$ cat config.mk
export PLATFORM = sky130hd
export DESIGN_NAME = mem_wb_stage
export DESIGN_NICKNAME = d
export VERILOG_FILES = /design/src/rtl/rv32_pkg.sv /design/src/rtl/mem_wb_stage_load_align.sv /design/src/rtl/mem_wb_stage.sv
export SDC_FILE = /design/constraint.sdc
export NUM_CORES = 1
export LEC_CHECK = 0
export ABC_AREA = 0
export CAP_MARGIN = 25
export CORE_MARGIN = 2
export CORE_UTILIZATION = 43
export CTS_CLUSTER_DIAMETER = 50
export CTS_CLUSTER_SIZE = 24
export DETAILED_ROUTE_END_ITERATION = 10
export MAX_ROUTING_LAYER = met4
export PLACE_DENSITY_LB_ADDON = 0.05
export REMOVE_ABC_BUFFERS = 1
export SLEW_MARGIN = 25
export SYNTH_ARGS = -nofsm -noshare
export SYNTH_HDL_FRONTEND = slang
export SYNTH_SLANG_ARGS = --single-unit
$ cat constraint.sdc
create_clock -name clk -period 2.6 [get_ports clk]
set_input_delay 0.26 -clock clk [delete_from_list [all_inputs] [get_ports clk]]
set_output_delay 0.26 -clock clk [all_outputs]
set_load 0.005 [all_outputs]
$ cat src/rtl/rv32_pkg.sv
// Shared RV32 definitions for the W-stage slice.
//   XLEN           : datapath width
//   LOAD_*         : funct3 encodings of the load instructions
//   RES_*          : ResultSrc encodings for the writeback result mux
package rv32_pkg;

  localparam int unsigned XLEN = 32;

  localparam logic [2:0] LOAD_LB  = 3'b000;
  localparam logic [2:0] LOAD_LH  = 3'b001;
  localparam logic [2:0] LOAD_LW  = 3'b010;
  localparam logic [2:0] LOAD_LBU = 3'b100;
  localparam logic [2:0] LOAD_LHU = 3'b101;

  localparam logic [1:0] RES_ALU = 2'b00;
  localparam logic [1:0] RES_MEM = 2'b01;
  localparam logic [1:0] RES_PC4 = 2'b10;

endpackage

$ cat src/rtl/mem_wb_stage_load_align.sv
// load_align: purely combinational load-data aligner/extender.
//   raw      : word-aligned word read from data memory
//   off      : byte offset of the access (address bits [1:0])
//   funct3   : load width/sign selector
//   data     : aligned, sign- or zero-extended load value
//   misalign : access is not naturally aligned for its width
// Unused funct3 codes pass raw through with misalign low.
module load_align
  import rv32_pkg::*;
#(
  parameter int unsigned XLEN = rv32_pkg::XLEN
) (
  input  logic [XLEN-1:0] raw,
  input  logic [1:0]      off,
  input  logic [2:0]      funct3,
  output logic [XLEN-1:0] data,
  output logic            misalign
);

  logic [7:0]  byte_lane;
  logic [15:0] half_lane;

  always_comb begin
    byte_lane = raw[{off, 3'b000} +: 8];
    half_lane = raw[{off[1], 4'b0000} +: 16];
  end

  always_comb begin
    data     = raw;
    misalign = 1'b0;
    case (funct3)
      LOAD_LB:  data = {{(XLEN-8){byte_lane[7]}}, byte_lane};
      LOAD_LBU: data = {{(XLEN-8){1'b0}}, byte_lane};
      LOAD_LH: begin
        data     = {{(XLEN-16){half_lane[15]}}, half_lane};
        misalign = off[0];
      end
      LOAD_LHU: begin
        data     = {{(XLEN-16){1'b0}}, half_lane};
        misalign = off[0];
      end
      LOAD_LW: begin
        data     = raw;
        misalign = (off != 2'b00);
      end
      default: begin
        data     = raw;
        misalign = 1'b0;
      end
    endcase
  end

endmodule

$ cat src/rtl/mem_wb_stage.sv
// mem_wb_stage: MEM/WB pipeline register.
//   clk, rst_n          : clock, synchronous active-low reset
//   StallW, FlushW      : hold W registers / insert a bubble (flush wins)
//   *M inputs           : M-stage instruction fields and raw load word
//   *W outputs          : registered writeback operands and controls
//   MisalignW           : W instruction was a squashed misaligned load
//   InstRetW            : retired-instruction counter (wraps)
// All outputs are registers; there is no combinational input-to-output path.
module mem_wb_stage
  import rv32_pkg::*;
#(
  parameter int unsigned XLEN  = rv32_pkg::XLEN,
  parameter int unsigned CNT_W = 32
) (
  input  logic             clk,
  input  logic             rst_n,
  input  logic             StallW,
  input  logic             FlushW,
  input  logic             ValidM,
  input  logic [XLEN-1:0]  ALUResultM,
  input  logic [XLEN-1:0]  RawReadDataM,
  input  logic [XLEN-1:0]  PC_Plus_4M,
  input  logic [1:0]       ResultSrcM,
  input  logic             RegWriteM,
  input  logic [4:0]       RdM,
  input  logic [2:0]       Funct3M,
  output logic [XLEN-1:0]  ALUResultW,
  output logic [XLEN-1:0]  ReadDataW,
  output logic [XLEN-1:0]  PC_Plus_4W,
  output logic [1:0]       ResultSrcW,
  output logic             RegWriteW,
  output logic [4:0]       RdW,
  output logic             ValidW,
  output logic             MisalignW,
  output logic [CNT_W-1:0] InstRetW
);

  logic [XLEN-1:0] aligned_data;
  logic            align_fault;
  logic            load_misalign;
  logic            regwrite_q;
  logic            retire;

  load_align #(
    .XLEN(XLEN)
  ) u_load_align (
    .raw      (RawReadDataM),
    .off      (ALUResultM[1:0]),
    .funct3   (Funct3M),
    .data     (aligned_data),
    .misalign (align_fault)
  );

  // Alignment faults only matter for instructions that actually select load data.
  always_comb begin
    load_misalign = (ResultSrcM == RES_MEM) && align_fault;
    regwrite_q    = RegWriteM && ValidM && (RdM != 5'd0) && !load_misalign;
    retire        = ValidM && !load_misalign;
  end

  always_ff @(posedge clk) begin
    if (!rst_n) begin
      ALUResultW <= '0;
      ReadDataW  <= '0;
      PC_Plus_4W <= '0;
      ResultSrcW <= '0;
      RegWriteW  <= 1'b0;
      RdW        <= '0;
      ValidW     <= 1'b0;
      MisalignW  <= 1'b0;
      InstRetW   <= '0;
    end else if (FlushW) begin
      // Bubble: kill the controls only; data fields keep their last value.
      ValidW    <= 1'b0;
      RegWriteW <= 1'b0;
      MisalignW <= 1'b0;
    end else if (!StallW) begin
      ALUResultW <= ALUResultM;
      ReadDataW  <= aligned_data;
      PC_Plus_4W <= PC_Plus_4M;
      ResultSrcW <= ResultSrcM;
      RegWriteW  <= regwrite_q;
      RdW        <= RdM;
      ValidW     <= ValidM;
      MisalignW  <= load_misalign;
      if (retire) begin
        InstRetW <= InstRetW + CNT_W'(1);
      end
    end
  end

endmodule

## After elaboration in Yosys (flattened, before gate mapping)

Cells that the tools add are included.

| operators by class | value |
|---|---|
| equality and inequality tests | 5 |
| shifts and indexed selects | 2 |
| $add $sub $neg | 1 |
| reductions and logical operators | 13 |
| bitwise gates (word level) | 3 |
| mux-type cells | 2 |

Operator list:

| operator | count |
|---|---|
| 32-bit one-hot mux with 4 select lines | 1 |
| 32-bit by 1-bit adder with 32-bit output, second input constant | 1 |
| 32-bit by 6-bit indexed part select with 16-bit output | 1 |
| 32-bit by 6-bit indexed part select with 8-bit output | 1 |
| 3-bit equality test, second input constant | 2 |
| 1-bit logical AND | 5 |
| 5-bit nonzero test | 1 |
| 2-bit OR reduction | 2 |
| 3-bit by 1-bit equality test with 1-bit output, second input constant | 1 |
| 3-bit by 2-bit equality test with 1-bit output, second input constant | 1 |
| 3-bit logical NOT | 1 |
| 1-bit inverter | 3 |
| 3-bit AND reduction | 1 |
| 2-bit by 1-bit equality test with 1-bit output, second input constant | 1 |
| 1-bit one-hot mux with 2 select lines | 1 |
| 2-bit AND reduction | 1 |
| 2-bit nonzero test | 1 |
| 1-bit logical NOT | 1 |

| storage, ports and cells | value |
|---|---|
| output and inout port bits | 138 |
| logic and storage cells | 35 |
| bits of input ports | 112 |
| flip-flop bits (word level) | 138 |

## Logic depth before layout (Yosys ltp)

Gate-level depths: netlist of run 1.

| logic depth | value |
|---|---|
| word-level depth | 7 |
| mapped depth | 7 |
| mapped depth without buffers | 5 |

## Hierarchy

A second synthesis of run 1 with hierarchy kept.

| unflattened totals | value |
|---|---|
| cells, all modules | 754 |
| area total of the unflattened synthesis | 5923.2 sq um |

Modules (own cells, without submodules):

| module | times used | area an instance (sq um) | cells each | sequential area each (sq um) |
|---|---|---|---|---|
| mem_wb_stage | 1 | 5273.8 | 661 | 2762.6 |
| load_align | 1 | 649.4 | 93 | 0.0 |

## Least setup slack after synthesis of run 1

No wires, ideal clock.

| timing | value |
|---|---|
| kind | input-to-reg |
| from | in ALUResultM[0] |
| to | reg ReadDataW[18] |
| path buffers | 2 |
| library setup time | 0.122 ns |
| data arrival time | 1.822 ns |
| required time | 2.478 ns |
| stages | 6 |
| slack | 0.656 ns |
| cells stage by stage | clkbuf_1 -> mux4_2 -> nor2b_1 -> o31ai_4 -> buf_2 -> a21oi_1 |

| on the way | value |
|---|---|
| cells in the longest elaborated chain, start to end | 2 |

RTL lines:

| item | RTL line | source |
|---|---|---|
| start: declaration | mem_wb_stage.sv:20 | `input logic [XLEN-1:0] ALUResultM,` |
| 32-bit by 6-bit indexed part select with 8-bit output | mem_wb_stage_load_align.sv:24 | `byte_lane = raw[{off, 3'b000} +: 8];` |
| 32-bit one-hot mux with 4 select lines | mem_wb_stage_load_align.sv:31 | `case (funct3)` |
| end signal: assignment | mem_wb_stage.sv:79 | `ReadDataW <= aligned_data;` |
| end: declaration | mem_wb_stage.sv:28 | `output logic [XLEN-1:0] ReadDataW,` |

No other way between the ends.
A chain may end at the register's enable or synchronous reset.

## Worst setup path in the final report of run 1

| timing | value |
|---|---|
| from | reg InstRetW[0] |
| to | reg InstRetW[12] |

| on the way | value |
|---|---|
| cells in the longest elaborated chain, start to end | 1 |

RTL lines:

| item | RTL line | source |
|---|---|---|
| start: declaration | mem_wb_stage.sv:35 | `output logic [CNT_W-1:0] InstRetW` |
| start signal: assignment | mem_wb_stage.sv:87 | `InstRetW <= InstRetW + CNT_W'(1);` |
| 32-bit by 1-bit adder with 32-bit output | mem_wb_stage.sv:87 |  |

No other way between the ends.

==> summary by stage, run 1 <==
Global route
The via count of the first global-routing pass is 5962. Entering global routing, the biggest net connects 66 pins. The global route total overflow is 0. The first global-routing pass estimated 29880 µm of wire. The initial antenna violation count is 0.

The total routing resource utilization after global routing is 25.88%.

Placed design
The detailed-placement wirelength estimate is 13110 µm. The count of buffers from port buffering is 249. At the end of routability-driven placement, the weighted congestion stood at 0.8077.

Power and ir drop
The total power is 0.005651 W. VDD sags by at most 0.3892 mV. The internal cell power is 0.004336 W. The switching part of the total is 23.27%. The power density of the placed cells is 602.4 nW/µm². The share of power burned in registers is 39.7%. Combinational logic is responsible for 12.6% of the overall power. Summed over all nets, the switching power comes to 0.001315 W. The leakage power figure is 3.307 nW.

In this run, the clock network consumes 47.6% of the power.

Cells and area
The number of antenna diodes in the final layout is 0. The share of layout cells above drive strength 1 is 8.652%. The area used by multi-input combinational logic is 2990 µm². The area growth from synthesis to layout is 54.58%. At the end of the flow, the number of nets in the layout was 1094.

Summing all flip-flop and latch instances after layout gives 2763 µm². The count of fill cells added during filler insertion is 1109.

Timing
The total count of max-transition violations in the final report is 0. The worst-case clock skew is 0.005764 ns. The final-report setup violation count is 0. Hold timing on the final database bottoms out at a slack of 0.3801 ns. The hold violation count in the final report is 0. At the pin with the least slew margin, the transition time is 0.8297 ns.

The worst max-slew margin expressed relative to the limit is 44.10%. The final critical path time including I/O delays and setup is 2.084 ns. The share of the clock period used by the worst path after layout is 80.14%. Setup repair after global routing left no endpoint under its margin. The maximum clock frequency is 479.9 MHz.

Floorplan
250 I/O pins were placed. The area of the die is 15080 µm². The floorplan has 43 rows. The die is 122.8 µm wide. In this run the vertical extent of the chip is 122.8 µm. Once the floorplan was initialized, standard cells occupied 43.89% of the core. The area inside the core boundary is 13830 µm².

Clocking
Counting every sink on the clock net gives 138. CTS built an H-tree with a depth of 4. The quantity of hold-fixing buffers added after cts is 0. The clock edge transition at the registers on the reported setup and hold paths is 0.06 ns. The number of gates resized after cts is 0.

Clock latency on the worst-skew pair, taken at its later pin, is 0.42 ns. The clock root buffer is sky130_fd_sc_hd__clkbuf_16. TritonCTS created 17 clock buffers. The maximum buffer depth of the clock tree is 2.

The CTS tree is yes. Once the clock tree was built, the setup fixing pass inserted 0 buffers.

Critical path
The arrival time reported for the critical path endpoint is 2.43 ns. The worst-path maximum fanout is 15. The class of the most critical setup path is reg -> reg.

The worst setup path is launched from a flip-flop. The type of destination of the critical path is a flip-flop. At the worst endpoint, the required time is 2.95 ns.

Routing
The count of nets left with antenna violations after detail routing is 0. Routed signal wires occupy layers up through met4. In this run, the number of DRC markers left after iteration 0 of detailed routing was 481. The detailed-route vias per instance is 5.390. In the routed design, unresolved DRC markers number 0.

The detailed router put a total of 7797 µm of wire on met1. The total length of routed met2 wires is 9179 µm. Summing over every cut layer, the via total after detailed routing is 6328. Dividing the detail-routed wire length by the instance count gives 16.11 µm. The final layout contains routed wiring with a total length of 18920 µm. For this run, the detailed router's first-pass iteration total came to 5. The wire length on met3 is 1366 µm.

Logic synthesis
The synthesized netlist devotes 0% of its cell area to XOR and XNOR gates. Summing the sequential cell areas from Yosys gives 45.53% of the chip area. The synthesized netlist devotes 0.2062% of its cell area to adder and majority cells. The total of flip-flops plus latches after synthesis is 138. For this run, the number of Yosys warnings is 0. The number of enable flip-flop cells after synthesis is 0. The fraction of the mapped netlist area in simple logic gates is 25.90%. The complex-gate fraction of the synthesized area is 17.38%.

The number of distinct standard cells referenced by the synthesized netlist is 51. The most used flip-flop cell after synthesis is sky130_fd_sc_hd__dfxtp_1. The cell count after synthesis came out at 752. Summing every instance area after synthesis gives 6068 µm². By area, the combinational part of the netlist is dominated by simple AND/OR/NAND/NOR gates. Dividing the synthesized area by the synthesized cell count gives 8.070 µm².

The share of synthesized area spent on multiplexers is 5.670%. For this run, asynchronously set or reset flops after synthesis account for 0%.

Run status
The run finished with clean final reports.

Job
The number of violations of the max-capacitance limit is 0.

Hold path
The type of the tightest min-delay check is in -> reg.
## path summary, 6_finish.rpt
check            startpoint              to  slack, ns  cells past startpoint
max             InstRetW[0]    InstRetW[12]       0.52                      6
min           ALUResultM[5]   ALUResultW[5]       0.38                      3
max reg2reg     InstRetW[0]    InstRetW[12]       0.52                      6
min reg2reg  ALUResultW[27]  ALUResultW[27]       0.45                      2
## layer usage
metal  track usage, %  up-vias
met5                -        -
met4            11.14        0
met3            6.645       45
met2            40.71      227
met1            31.35     2997
li1                 -     3059
## synth_stat cells (all sizes together), types with 2 or more instances
cell / number / area (µm²)
a21oi: 102 / 510.5
a221oi: 7 / 61.31
a31oi: 12 / 75.07
and2: 5 / 31.28
and3: 3 / 18.77
and4: 2 / 17.52
buf: 13 / 85.07
clkbuf: 49 / 183.9
dfxtp: 138 / 2763
inv: 10 / 37.54
mux2: 9 / 101.4
mux2i: 22 / 220.2
nand2: 220 / 825.8
nand2b: 26 / 162.7
nand3: 8 / 40.04
nand3b: 3 / 22.52
nand4: 7 / 43.79
nor2: 6 / 22.52
nor2b: 2 / 12.51
nor3: 8 / 40.04
nor4: 17 / 155.1
o21ai: 31 / 155.2
o221a: 6 / 67.56
o311ai: 2 / 17.52
o31ai: 8 / 73.82
o41ai: 3 / 26.28
or3: 5 / 31.28
or3b: 3 / 28.78
or4: 11 / 82.58
## metrics by stage
| stage | instances | setup slack [ns] | utilization (%) | area, µm² | setup TNS (ns) |
|---|---|---|---|---|---|
| after floorplan | 689 | -2.321 | - | 5787 | -149.92 |
| after global placement | 1142 | 0.2121 | 63.10 | 8725 | 0 |
| after detailed placement | 1142 | 0.2480 | 63.10 | 8725 | 0 |
| after CTS | 1174 | 0.5004 | 67.84 | 9380 | 0 |
| after global routing | 1174 | 0.3197 | 67.84 | 9380 | 0 |
| final | 1174 | 0.5164 | 67.84 | 9380 | 0 |
## worst max-delay path: stages (launching register included)
cell and delay, ns:
sky130_fd_sc_hd__dfxtp_1 0.40, sky130_fd_sc_hd__ha_1 0.23, sky130_fd_sc_hd__nand4b_1 0.11, sky130_fd_sc_hd__or4_1 0.42, sky130_fd_sc_hd__buf_4 0.21, sky130_fd_sc_hd__or4_1 0.48
sky130_fd_sc_hd__a21oi_1 0.17
## logic make-up after synthesis
group | after synthesis
AOI/OAI and AO/OA | 177
adders and majority gates | 1
buffers and inverters | 74
DFF | 138
muxes | 32
and+or+nand+nor | 330
## cells in the final DEF (no fill, tap or decap), drive strengths merged, types with 9 or more instances in the layout
cell type / n
clkbuf: 18
a31oi: 12
buf: 25
nand2b: 26
or4: 11
nand2: 220
a21oi: 102
dfxtp: 138
clkdlybuf4s50: 248
nor4: 17
mux2: 9
o21ai: 31
inv: 14
mux2i: 22
## state kept, by name (all words and copies together), names as in the netlist
name	flops
PC_Plus_4W	32
ValidW	1
ReadDataW	32
RegWriteW	1
ResultSrcW	2
RdW	5
ALUResultW	32
InstRetW	32
MisalignW	1
## area by class of cell
type / instances / share of cell area (%)
well taps: 180 / 2.401
multi-input cells: 540 / 31.88
inverters: 11 / 0.4402
flip-flops and latches: 138 / 29.45
repair buffers: 273 / 28.84
clock buffers: 18 / 4.682
clock inverters: 14 / 2.308
## power groups by stage
stage          logic, W  clock network, W  registers [W]
6_report       0.000713           0.00269        0.00225
5_1_grt        0.000775           0.00282        0.00225
4_1_cts        0.000715           0.00272        0.00224
3_5_place_dp   0.000710                 0        0.00229
3_3_place_gp   0.000697                 0        0.00229
2_1_floorplan  0.000227                 0        0.00229
Note: power is estimated with default switching activity, not from simulation.
==> run 2: changes to the inputs <==
- CORE_UTILIZATION: 43 -> 39
- clock period: 2.6 -> 1.81 ns (I/O delays scaled with it)
==> summary by stage, run 2 (synthesis gave the netlist of run 1 again) <==
Power and ir drop
Of the total power, combinational logic draws 14.0%. The power density of the placed cells is 779.7 nW/µm². Sequential cells account for 41.5% of the total power. Summed over all nets, the switching power comes to 0.001911 W. The internal cell power is 0.005854 W.

Power comes to 0.007766 W. The maximum ir drop on the vdd rail is 0.6210 mV. Summed over all cells, the static leakage comes to 3.620 nW. Net switching is 24.61% of the power. The clock group share of total power is 44.5%.

Critical path
The worst-path maximum fanout is 8. STA classifies the critical path startpoint as a flip-flop. For the worst setup path, the data required time is 2.16 ns.

The worst setup path is captured at a flip-flop. For the worst setup path, the data arrival time is 2.21 ns. The critical path is of the reg -> reg type.

Global route
Entering global routing, the biggest net connects 66 pins. In this run the most used layer during global routing was met2. The first global-routing pass estimated 30860 µm of wire.

The via count of the first global-routing pass is 6394. The initial antenna violation count is 1. For this run, the total global-route usage over all layers was measured as 24.17%. In the global route stage, met3 resource usage came out at 6.237%. For this run, global-route usage on met1 was measured as 27.45%. After global routing the overflow that remains totals 0. In the global route stage, met2 resource usage came out at 40.87%.

Clocking
The clock buffer count from CTS is 17. Buffers inserted to repair hold after CTS numbered 0. In this run the clock root is driven by a sky130_fd_sc_hd__clkbuf_16. For the worst-skew pair, the clock arrives at the later sink with an insertion delay of 0.43 ns. TritonCTS built the clock tree.

The total clock sinks is 138. The clock edge transition at the registers on the reported setup and hold paths is 0.06 ns. The maximum level of the CTS H-tree is 4. The maximum buffer depth of the clock tree is 2.

Cells and area
The area growth from synthesis to layout is 64.12%. The count of fill cells added during filler insertion is 1259. Summing all non-filler instances in the final layout gives an area of 9960 µm².

The final non-filler cell total is 1241. The net count of the finished layout is 1152. Leaving out fill and tap cells, the most frequent cell in the layout is sky130_fd_sc_hd__clkdlybuf4s50_1. The share of layout cells above drive strength 1 is 15.68%. In the layout the commonest cells are 244 x sky130_fd_sc_hd__clkdlybuf4s50_1, 220 x sky130_fd_sc_hd__nand2_1, 136 x sky130_fd_sc_hd__dfxtp_1.

Floorplan
Pin placement for this block handled 250 I/O pins. The floorplan step defined a core boundary enclosing 15200 µm². The starting utilization of the core area is 39.92%. Measured along the x axis, the die boundary spans 128.7 µm. The die is 128.7 µm tall. The die covers 16570 µm². Row generation in the floorplan step produced 45 rows.

Routing
The routed via count is 6485. The count of nets left with antenna violations after detail routing is 0. In the routed layout, each cell is associated on average with a via count of 5.226. The first-pass iteration count of the detailed router is 5. For this block, the routed nets add up to 20010 µm of wire. In the routed design, unresolved DRC markers number 0. The average detailed-routed wire length per instance is 16.12 µm. The initial detailed-routing violation count is 452.

Timing
Of the available clock period, the critical path in the final layout requires 103.0%. For the pin with the worst max-slew slack, the measured transition is 0.6584 ns. Across all hold checks on the routed design, the worst slack comes to 0.2903 ns. The total count of max-transition violations in the final report was 0. The final critical path time including I/O delays and setup is 1.864 ns. Setup repair after global routing could not meet its margin everywhere. On the final layout, the worst clock skew is 0.01124 ns. Setup violations remaining at the end of the flow were counted as 7. The hold violation count in the final report came to 0. Across all setup checks in the final design, the least slack found is -0.05404 ns.

The worst max-slew margin expressed relative to the limit is 56.11%. Derived from the worst setup path, the maximum achievable clock frequency is 536.5 MHz.

Placed design
The count of buffers from port buffering is 249. At the end of routability-driven placement, the weighted congestion stood at 0.8692. The placed instance area is 9144 µm².

The number of placed instances, taps included, is 1201. Once detailed placement completed, the half-perimeter wirelength came to 14160 µm.

Hold path
The path class of the tightest hold or removal check is in -> reg.

Job
The number of violations of the max-capacitance limit is 0.

Run status
The flow ran to the end, but the final reports show violations. The final reports fail on setup timing.
-- run 2: power by group through the flow --
stage	registers, W	clock network [W]	logic, W
2_1_floorplan	0.00330	0	0.000327
3_3_place_gp	0.00328	0	0.00106
3_5_place_dp	0.00329	0	0.00108
4_1_cts	0.00322	0.00351	0.00109
5_1_grt	0.00324	0.00362	0.00118
6_report	0.00322	0.00345	0.00109
-- run 2: layout make-up --
cell class	count	area [µm²]	share of cell area (%)
clock inverters	14	143.9	1.445
flip-flops and latches	138	2765	27.76
multi-input cells	540	3146	31.58
diodes	1	2.502	0.02513
well taps	188	235.2	2.362
clock buffers	18	439.2	4.410
repair buffers	331	3186	31.98
inverters	11	42.54	0.4271
-- run 2: critical path: stages (launching register included) --
cell and delay [ns]:
sky130_fd_sc_hd__dfxtp_2 0.35, sky130_fd_sc_hd__ha_4 0.14, sky130_fd_sc_hd__nand4b_1 0.12, sky130_fd_sc_hd__or4_4 0.45, sky130_fd_sc_hd__buf_6 0.15, sky130_fd_sc_hd__or4_1 0.46, sky130_fd_sc_hd__a21oi_1 0.13
-- run 2: worst paths after layout --
check / from / end / slack (ns) / cells past startpoint
min: rst_n / InstRetW[18] / 0.29 / 3
max: InstRetW[1] / InstRetW[18] / -0.05 / 6
max reg2reg: InstRetW[1] / InstRetW[18] / -0.05 / 6
min reg2reg: ALUResultW[15] / ALUResultW[15] / 0.45 / 2
-- run 2: through the flow --
step           setup slack [ns]  utilization, %  setup TNS (ns)
3_3_place_gp            -0.4461           60.15          -17.62
2_1_floorplan            -3.032               -         -242.73
4_1_cts                -0.03620           64.68        -0.03620
3_5_place_dp            -0.4741           60.15          -20.01
6_report               -0.05404           65.51        -0.09383
5_1_grt                 -0.1183           65.51          -1.551
-- run 2: routing by layer --
metal | wire (µm) | share of wire, %
met3 | 1332 | 6.7
met1 | 8285 | 41
met2 | 9999 | 50
met4 | 388 | 1.9
met5 | 0 | 0
-- run 2: timing repair --
action,CTS,global route
buffers inserted,3,2
pin swaps,10,3
gates resized for setup,23,17
cloned,1,1
endpoints found under the setup margin,21,26
==> run 3: changes to the inputs <==
- SLEW_MARGIN: 25 -> default
==> results of run 3 <==
Same layout as run 2: the final DEF is identical, and so are final timing and power.
